File: src/rtl/ram16k_bist_if.sv
// RAM-side bus between the BIST initiator (master) and the 16K x 16 RAM (slave).
// mem_out is a combinational read of mem_address within the same cycle.
interface ram16k_bist_if #(
  parameter int ADDR_W = 14,
  parameter int DATA_W = 16
);
  logic              mem_load;
  logic [DATA_W-1:0] mem_in;
  logic [ADDR_W-1:0] mem_address;
  logic [DATA_W-1:0] mem_out;

  modport master (output mem_load, output mem_in, output mem_address, input mem_out);
  modport slave  (input mem_load, input mem_in, input mem_address, output mem_out);
endinterface

File: src/rtl/ram16k_bist.sv
// Four-pass RAM BIST (write P, check P, write ~P, check ~P); one address per cycle, busy for 4*DEPTH cycles.
// Optional BIST_STOP_ON_FAIL_EN: the first read mismatch ends the run in DONE immediately.
module ram16k_bist #(
  parameter int               ADDR_W = 14,
  parameter int               DATA_W = 16,
  parameter int               DEPTH  = 16384,
  parameter logic [DATA_W-1:0] SEED  = 16'hA5C3
) (
  input  logic               clk,
  input  logic               rst_n,
  input  logic               start,
  input  logic               abort,
  ram16k_bist_if.master      mem,
  output logic               busy,
  output logic               done,
  output logic               pass,
  output logic [15:0]        err_count,
  output logic [ADDR_W-1:0]  first_fail_addr,
  output logic [DATA_W-1:0]  first_fail_data
);

  typedef enum logic [2:0] {S_IDLE, S_W0, S_R0, S_W1, S_R1, S_DONE} state_t;

  localparam logic [ADDR_W-1:0] LAST = ADDR_W'(DEPTH - 1);

  state_t            state, state_n;
  logic [ADDR_W-1:0] a;
  logic [DATA_W-1:0] pat, exp_dat;
  logic              walking, is_rd, last, mismatch, launch;

  assign walking  = (state == S_W0) || (state == S_R0) || (state == S_W1) || (state == S_R1);
  assign is_rd    = (state == S_R0) || (state == S_R1);
  assign last     = (a == LAST);
  assign pat      = SEED ^ DATA_W'(a);
  assign exp_dat  = (state == S_R1) ? ~pat : pat;
  // An aborting edge leaves the error registers exactly as they were.
  assign mismatch = is_rd && !abort && (mem.mem_out != exp_dat);
  assign launch   = ((state == S_IDLE) || (state == S_DONE)) && start;

  always_ff @(posedge clk or negedge rst_n) begin
    if (!rst_n) state <= S_IDLE;
    else        state <= state_n;
  end

  always_comb begin
    state_n = state;
    case (state)
      S_IDLE, S_DONE: if (start) state_n = S_W0;
      S_W0:           if (last)  state_n = S_R0;
      S_R0:           if (last)  state_n = S_W1;
      S_W1:           if (last)  state_n = S_R1;
      S_R1:           if (last)  state_n = S_DONE;
      default:                   state_n = S_IDLE;
    endcase
`ifdef BIST_STOP_ON_FAIL_EN
    if (mismatch) state_n = S_DONE;
`endif
    if (walking && abort) state_n = S_IDLE;
  end

  always_comb begin
    mem.mem_load    = (state == S_W0) || (state == S_W1);
    mem.mem_address = walking ? a : '0;
    mem.mem_in      = (state == S_W0) ? pat : (state == S_W1) ? ~pat : '0;
    busy            = walking;
    done            = (state == S_DONE);
    pass            = (state == S_DONE) && (err_count == 16'd0);
  end

  // Every state change restarts the walk at address 0.
  always_ff @(posedge clk or negedge rst_n) begin
    if (!rst_n)                 a <= '0;
    else if (state_n != state)  a <= '0;
    else if (walking)           a <= a + 1'b1;
    else                        a <= '0;
  end

  always_ff @(posedge clk or negedge rst_n) begin
    if (!rst_n) begin
      err_count       <= '0;
      first_fail_addr <= '0;
      first_fail_data <= '0;
    end else if (launch) begin
      err_count       <= '0;
      first_fail_addr <= '0;
      first_fail_data <= '0;
    end else if (mismatch) begin
      if (err_count != 16'hFFFF) err_count <= err_count + 16'd1;
      if (err_count == 16'd0) begin
        first_fail_addr <= a;
        first_fail_data <= mem.mem_out;
      end
    end
  end

endmodule

File: src/flat_wrapper.sv
// flat-port wrapper written by rule: the top's interface ports become plain ports
module ram16k_bist_flat 
#(
  parameter int               ADDR_W = 14,
  parameter int               DATA_W = 16,
  parameter int               DEPTH  = 16384,
  parameter logic [DATA_W-1:0] SEED  = 16'hA5C3
)
  (clk, rst_n, start, abort, busy, done, pass, err_count, first_fail_addr, first_fail_data, mem_mem_load, mem_mem_in, mem_mem_address, mem_mem_out);
  ram16k_bist_if #(.ADDR_W(ADDR_W), .DATA_W(DATA_W)) mem_i ();
  input  logic clk;
  input  logic rst_n;
  input  logic start;
  input  logic abort;
  output logic busy;
  output logic done;
  output logic pass;
  output logic [15:0] err_count;
  output logic [ADDR_W-1:0] first_fail_addr;
  output logic [DATA_W-1:0] first_fail_data;
  output wire logic [$bits(mem_i.mem_load)-1:0] mem_mem_load;
  output wire logic [$bits(mem_i.mem_in)-1:0] mem_mem_in;
  output wire logic [$bits(mem_i.mem_address)-1:0] mem_mem_address;
  input wire logic [$bits(mem_i.mem_out)-1:0] mem_mem_out;
  assign mem_mem_load = mem_i.mem_load;
  assign mem_mem_in = mem_i.mem_in;
  assign mem_mem_address = mem_i.mem_address;
  assign mem_i.mem_out = mem_mem_out;
  ram16k_bist #(.ADDR_W(ADDR_W), .DATA_W(DATA_W), .DEPTH(DEPTH), .SEED(SEED)) u_core (.clk(clk), .rst_n(rst_n), .start(start), .abort(abort), .mem(mem_i), .busy(busy), .done(done), .pass(pass), .err_count(err_count), .first_fail_addr(first_fail_addr), .first_fail_data(first_fail_data));
endmodule
File: config.mk
export PLATFORM = sky130hd
export DESIGN_NAME = ram16k_bist_flat
export DESIGN_NICKNAME = d
export VERILOG_FILES = /design/src/rtl/ram16k_bist_if.sv /design/src/rtl/ram16k_bist.sv /design/src/flat_wrapper.sv
export SDC_FILE = /design/constraint.sdc
export NUM_CORES = 1
export LEC_CHECK = 0
export ABC_AREA = 0
export CAP_MARGIN = 5
export CORE_AREA = 4 4 92 94
export DETAILED_ROUTE_END_ITERATION = 8
export DIE_AREA = 0 0 96 98
export PLACE_DENSITY = 0.82
export SLEW_MARGIN = 20
export SYNTH_ARGS = -nofsm -noshare
export SYNTH_HDL_FRONTEND = slang
export SYNTH_SLANG_ARGS = --single-unit
File: constraint.sdc
create_clock -name clk -period 3.91 [get_ports clk]
set_input_delay 0.391 -clock clk [delete_from_list [all_inputs] [get_ports clk]]
set_output_delay 0.391 -clock clk [all_outputs]
set_load 0.03 [all_outputs]
==> reports/metrics.yaml, run 1 <==
final_layout:
  num-fill-cells: 635
  fin_area_um2: 4990
  insertedDiodeCount: 0
  final_common_cell: "clkdlybuf4s50_1"
  nets: 549
  fin_util_pct: 65.2
  multi_input_area_um2: 2000
  register_area_um2: 1580
  synthToLayoutAreaGrowth_pct: 32.9
  mostFrequentLayoutCells: "clkdlybuf4s50_1 (98), nand2_1 (80), dfrtp_1 (63)"
  drive_gt1_share_pct: 6.60
grt:
  grt_overflow: 0
  grt_max_degree: 38
  grt_usage_pct: 23.5
  grt_pass1_wl_um: 17500
  grt_pass1_vias: 3470
  antenna_found_initial: 0
sta:
  fin_crit_ns: 2.88
  relSlewSlack_pct: 44.7
  grt_setup_unrepaired: "no"
  fmax_ghz: 0.347
  fin_tns_setup_ns: 0
  worst_pin_slew_ns: 0.830
  worst_clock_skew_ns: 0.00788
  hold_violations: 0
  hold_ws_ns: 0.153
  timing.final.crit_share_pct: 73.7
  maxSlewViolCount: 0
  setup-violations-final: 0
setup_path:
  cp-start-kind: "register"
  path_max_fanout: 13
  slowest_stage: "or4_1"
  crit_path_start: "u_core.state[2]$_DFF_PN0_"
  arrival_ns: 3.10
  crit_path_max_incr_delay_ns: 0.54
  worstSetupPathType: "register to register"
  cp-end-kind: "register"
  reg2reg_from: "u_core.state[2]$_DFF_PN0_"
  cp_data_required_time_ns: 4.13
  cp_cell_sequence: "nor3b_4 > or4_1 > mux2i_1 > and4_1 > nor2_1 > a221o_1"
logic_synthesis:
  synthMuxAreaShare_pct: 2.17
  synthDistinctLibCells: 50
  synthFlopType: "dfrtp_1"
  synthCells: 442
  synth_edf_count: 0
  synth-compound-area-share_pct: 10.6
  synth_top_family_by_area: "simple AND/OR/NAND/NOR gates"
  synth-xor-area-share_pct: 9.81
  syn-num-nets: 465
  synth_warnings: 0
  async_flop_share_pct: 100
  synthSimpleGateAreaFrac_pct: 29.3
  yosys.area_share.adder_pct: 1.00
  ys_ff_latch: 63
  synth_seq_area_share_pct: 42.0
  syn-cell-area_um2: 3750
  syn_area_per_cell_um2: 8.49
power_and_ir_drop:
  max-vdd-ir-drop_mv: 0.180
  power_w: 0.00149
  powerDensity_nw_per_um2: 298
  p_leak_nw: 2.14
detailed_routing:
  first_pass_iters: 5
  vias: 3495
  dr.first_iter.drc_count: 274
  ant_nets: 0
  wire_per_inst_um: 16.6
  drc_errors: 0
  drt_wl_total_um: 10500
  via_per_inst: 5.53
clocking:
  cts_tree: "built"
  worstSkewPairLatency_ns: 0.34
  postCtsSetupBuffers: 0
  cts_buffers: 9
  cts.clk_slew.worst_paths_ns: 0.08
  ctsResizeCount: 0
  cts-root-buf: "clkbuf_8"
  cts.sinks: 63
  hold_buffers: 0
  htreeDepth: 3
  clk_path_buf_depth: 2
floorplanning:
  coreArea_um2: 7650
  dieWidth_um: 96
  rows: 32
  pin_count: 100
  dieArea_um2: 9410
  fp.dieH_um: 98
  initial_core_util_pct: 49.1
place:
  gp_congestion: 0.948
  place.detailed.hpwl_um: 7640
  port_buffers: 99
  placed_cell_area_um2: 4780
job:
  max_cap_violations: 0
status:
  status: "finished, final reports clean"
hold_path:
  hp-class: "input port to asynchronous set/reset pin"
[cells in the mapped netlist, drive strengths merged (4+ instances only)]
cell type / number / area share (%)
a21o: 4 / 0.80
a21oi: 5 / 0.67
and2: 18 / 3.0
and3: 9 / 1.5
buf: 14 / 2.2
clkbuf: 17 / 1.7
dfrtp: 63 / 42
inv: 11 / 1.1
mux2i: 7 / 1.9
nand2: 80 / 8.0
nand2b: 5 / 0.83
nand3: 17 / 2.3
nand4: 12 / 2.2
nor2: 46 / 4.6
nor3: 7 / 0.93
nor4: 6 / 1.0
o21ai: 37 / 4.9
or3: 4 / 0.67
or4: 4 / 1.1
xnor2: 24 / 5.6
xor2: 18 / 4.2
[worst max-delay path: cells and delay by family, from the launching register on]
family	cells	cell delay (ns)
flip-flops	1	0.52
AND/OR/NAND/NOR	4	1.48
multiplexers	1	0.40
AO/OA/AOI/OAI	1	0.35
[metrics by stage]
step                      std cells  worst slack (ns)
after floorplan                 442              1.64
final                           632              1.03
after detailed placement        617             0.889
after global routing            632             0.876
after CTS                       632              1.03
after global placement          617             0.995
[logic make-up (layout without fill, tap and decap cells)]
family,Yosys count,after routing
AND/OR/NAND/NOR,222,222
buffers and inverters,43,131
flip-flops,63,63
multiplexers,8,8
XOR/XNOR,42,42
adder cells (fa/ha/maj),3,3
AO/OA/AOI/OAI,61,61
[state kept, by name (all words and copies together), names as in the netlist]
register / cells
u_core.state: 3
u_core.first_fail_data: 16
u_core.err_count: 16
u_core.first_fail_addr: 14
u_core.a: 14
[final cells by class]
class                      count  share of cell area, %
timing repair buffer         104                   20.5
sequential                    63                   31.6
tap                          102                   2.56
inverter                      12                  0.903
clock inverter                 6                   1.73
clock buffer                   9                   2.48
multi-input combinational    336                   40.2
[metal layers]
layer	routed length (um)	global-route usage, %
met2	5180	37.1
met3	779	6.86
met5	0	0
met4	97	6.67
met1	4430	31.3
[power breakdown]
part | internal [W] | total (W) | switching [W]
registers | 0.000655 | 0.000665 | 0.0000105
logic | 0.0000751 | 0.000205 | 0.000130
clock network | 0.000354 | 0.000616 | 0.000262
[worst paths after layout]
check	to	slack, ns	cells past startpoint
setup / recovery	u_core.err_count[2]$_DFFE_PN0P_	1.03	6
hold / removal	u_core.err_count[15]$_DFFE_PN0P_	0.15	1
min in group clk	u_core.first_fail_data[12]$_DFFE_PN0P_	0.54	2
setup reg to reg	u_core.err_count[2]$_DFFE_PN0P_	1.03	6
max in group asynchronous	u_core.a[13]$_DFF_PN0_	2.89	2
hold reg to reg	u_core.first_fail_data[12]$_DFFE_PN0P_	0.54	2
(Power assumes the default switching activity.)
==> inputs of run 2 (changes only) <==
--- a/config.mk
+++ b/config.mk
@@ -7,10 +7,10 @@
 export LEC_CHECK = 0
 export ABC_AREA = 0
 export CAP_MARGIN = 5
-export CORE_AREA = 4 4 92 94
+export CORE_AREA = 4 4 93 95
 export DETAILED_ROUTE_END_ITERATION = 8
-export DIE_AREA = 0 0 96 98
-export PLACE_DENSITY = 0.82
+export DIE_AREA = 0 0 97 99
+export PLACE_DENSITY = 0.8
 export SLEW_MARGIN = 20
 export SYNTH_ARGS = -nofsm -noshare
 export SYNTH_HDL_FRONTEND = slang
==> constraint.sdc (replaced) <==
create_clock -name clk -period 2.8 [get_ports clk]
set_input_delay 0.28 -clock clk [delete_from_list [all_inputs] [get_ports clk]]
set_output_delay 0.28 -clock clk [all_outputs]
set_load 0.03 [all_outputs]
==> run 2 against run 1 <==
Against the previous run:
- setup slack lost 0.79 ns
- sequential share of layout area shrank 0.80 points
- clock skew is essentially flat
- largest cell class unchanged
- largest power group unchanged
==> reports/metrics.yaml, run 2 (same netlist as run 1, synthesis figures left out) <==
sta:
  grt_setup_unrepaired: "no"
  worst_clock_skew_ns: 0.00758  # -0.000294 ns
  maxSlewViolCount: 0  # unchanged
  fin_crit_ns: 2.56
  fmax_ghz: 0.390
  setup-violations-final: 0  # unchanged
  relSlewSlack_pct: 56.1  # +11 points
  worst_pin_slew_ns: 0.658  # -0.171 ns
  fin_tns_setup_ns: 0  # unchanged
  hold_violations: 0  # unchanged
  timing.final.crit_share_pct: 91.5
power_and_ir_drop:
  p_leak_nw: 2.28  # +6.4%
  max-vdd-ir-drop_mv: 0.209  # +16%
  power_w: 0.00205  # +38%
  powerDensity_nw_per_um2: 401  # +34%
setup_path:
  cp.depth: 4  # -2
  cp-start-kind: "register"
  reg2reg_to: "u_core.err_count[2]$_DFFE_PN0P_"
  crit_family: "buffers and inverters"
  reg2reg_depth: 6  # unchanged
  critPathCapture: "mem_mem_in[2]"
  crit_path_start: "u_core.state[2]$_DFF_PN0_"
  worstSetupPathType: "register to output port"
  r2r_slack_ns: 0.29  # -0.74 ns
  crit_path_max_incr_delay_ns: 0.70  # +0.16 ns
  path_buf_inv: 2  # +2
  slowest_stage: "clkdlybuf4s50_1"
  cp-end-kind: "output port"
  cp_cell_sequence: "buf_4 > nand2b_1 > nor2_1 > clkdlybuf4s50_1"
  path_max_fanout: 19  # +6
  arrival_ns: 2.28  # -0.82 ns
  cp_data_required_time_ns: 2.52  # -1.61 ns
  reg2reg_from: "u_core.a[6]$_DFF_PN0_"
job:
  max_cap_violations: 0  # unchanged
status:
  status: "finished, final reports clean"
grt:
  grt_usage_pct: 23.0  # -0.50 points
  grt_max_degree: 49  # +29%
  met1_usage_pct: 28.8  # -2.4 points
  use_met2_pct: 38.6  # +1.6 points
  grt_pass1_wl_um: 18000  # +2.7%
  antenna_found_initial: 0  # unchanged
  top_usage_layer: "met2"
  grt_use_met3_pct: 7.01  # +0.15 points
  grt_pass1_vias: 3525  # +1.6%
  grt_overflow: 0  # unchanged
final_layout:
  nets: 571  # +4.0%
  drive_gt1_share_pct: 12.8  # +6.2 points
  num-fill-cells: 633  # -0.31%
  final_common_cell: "clkdlybuf4s50_1"
  synthToLayoutAreaGrowth_pct: 36.4
  fin_util_pct: 66.2  # +0.99 points
  insertedDiodeCount: 0  # unchanged
  mostFrequentLayoutCells: "clkdlybuf4s50_1 (83), nand2_1 (80), dfrtp_1 (63)"
  top_regs: "u_core.err_count (16), u_core.first_fail_data (16)"
floorplanning:
  pin_count: 100  # unchanged
  dieWidth_um: 97  # +1.0%
  fp.dieH_um: 99  # +1.0%
  coreArea_um2: 7730  # +1.0%
  initial_core_util_pct: 48.5  # -0.51 points
  dieArea_um2: 9600  # +2.1%
  rows: 32  # unchanged
clocking:
  cts.sinks: 63  # unchanged
  worstSkewPairLatency_ns: 0.34  # about the same
  cts.clk_slew.worst_paths_ns: 0.07  # about the same
  cts_buffers: 9  # unchanged
  htreeDepth: 3  # unchanged
  cts-root-buf: "clkbuf_8"
  clk_path_buf_depth: 2  # unchanged
  ctsResizeCount: 0  # unchanged
  cts_tree: "built"
detailed_routing:
  wire_per_inst_um: 16.5  # -0.68%
  drc_errors: 0  # unchanged
  ant_nets: 0  # unchanged
  first_pass_iters: 5  # unchanged
  vias: 3562  # +1.9%
  drt_wl_total_um: 10800  # +2.9%
  dr.first_iter.drc_count: 223  # -19%
  via_per_inst: 5.44  # -1.7%
place:
  gp_congestion: 0.927  # -2.2%
  port_buffers: 99  # unchanged
  place.detailed.hpwl_um: 8020  # +4.8%
hold_path:
  hp-class: "input port to asynchronous set/reset pin"
==> run 2: changes by cell type in the layout (fill, tap and decap cells not counted) <==
cell             change
buf_4               +36
clkdlybuf4s50_1     -15
clkbuf_8             +2
clkinv_2             -2
bufinv_16            -1
clkbuf_1             +1
clkinvlp_4           +1
dlygate4sd3_1        +1
==> run 2: metal layers <==
layer | vias up | part of all wire (%)
met5 | - | 0
met4 | 0 | 1.8
met3 | 18 | 7.2
met2 | 119 | 49
met1 | 1724 | 42
li1 | 1701 | -
==> run 2: repair_timing <==
item	4_1_cts	5_1_grt
endpoints found under the hold margin	12	0
setup buffers	0	0
hold buffers	1	0
==> run 2: how the worst min path moves through the flow <==
stage,start,to,depth (start not counted)
6_report,rst_n,u_core.err_count[0]$_DFFE_PN0P_,2
3_5_place_dp,rst_n,u_core.err_count[3]$_DFFE_PN0P_,1
3_3_place_gp,rst_n,u_core.err_count[3]$_DFFE_PN0P_,1
5_1_grt,rst_n,u_core.err_count[0]$_DFFE_PN0P_,2
2_1_floorplan,rst_n,u_core.a[0]$_DFF_PN0_,0
4_1_cts,rst_n,u_core.err_count[3]$_DFFE_PN0P_,2
==> run 2: layout make-up <==
class	count	area (um^2)	share of cell area, %
tap	102	128	2.50
sequential	63	1580	30.8
clock buffer	12	155	3.03
inverter	12	45.0	0.881
timing repair buffer	126	1150	22.6
multi-input combinational	336	2000	39.2
clock inverter	4	53.8	1.05
==> run 2: worst register-to-register path, cell delays in order, from the launching register on <==
cell and delay, ns:
dfrtp_1 0.48, xnor2_1 0.20, or4_4 0.54, o31ai_4 0.27
and4_1 0.38, nor2_1 0.16, a221o_1 0.35
==> run 2: report_power, final <==
group | switching (W) | internal [W]
sequential | 0.00000565 | 0.000914
clock | 0.000365 | 0.000461
combinational | 0.000190 | 0.000113
total | 0.000561 | 0.00149
==> run 2: through the flow <==
stage	hold slack, ns	instances	area, um^2	worst slack (ns)
floorplan	-0.0156	442	3750	0.534
global placement	0.189	638	4900	0.181
detailed placement	0.197	638	4900	0.0980
CTS	0.364	655	5110	0.224
global route	0.378	655	5110	0.0771
finish	0.358	655	5110	0.239
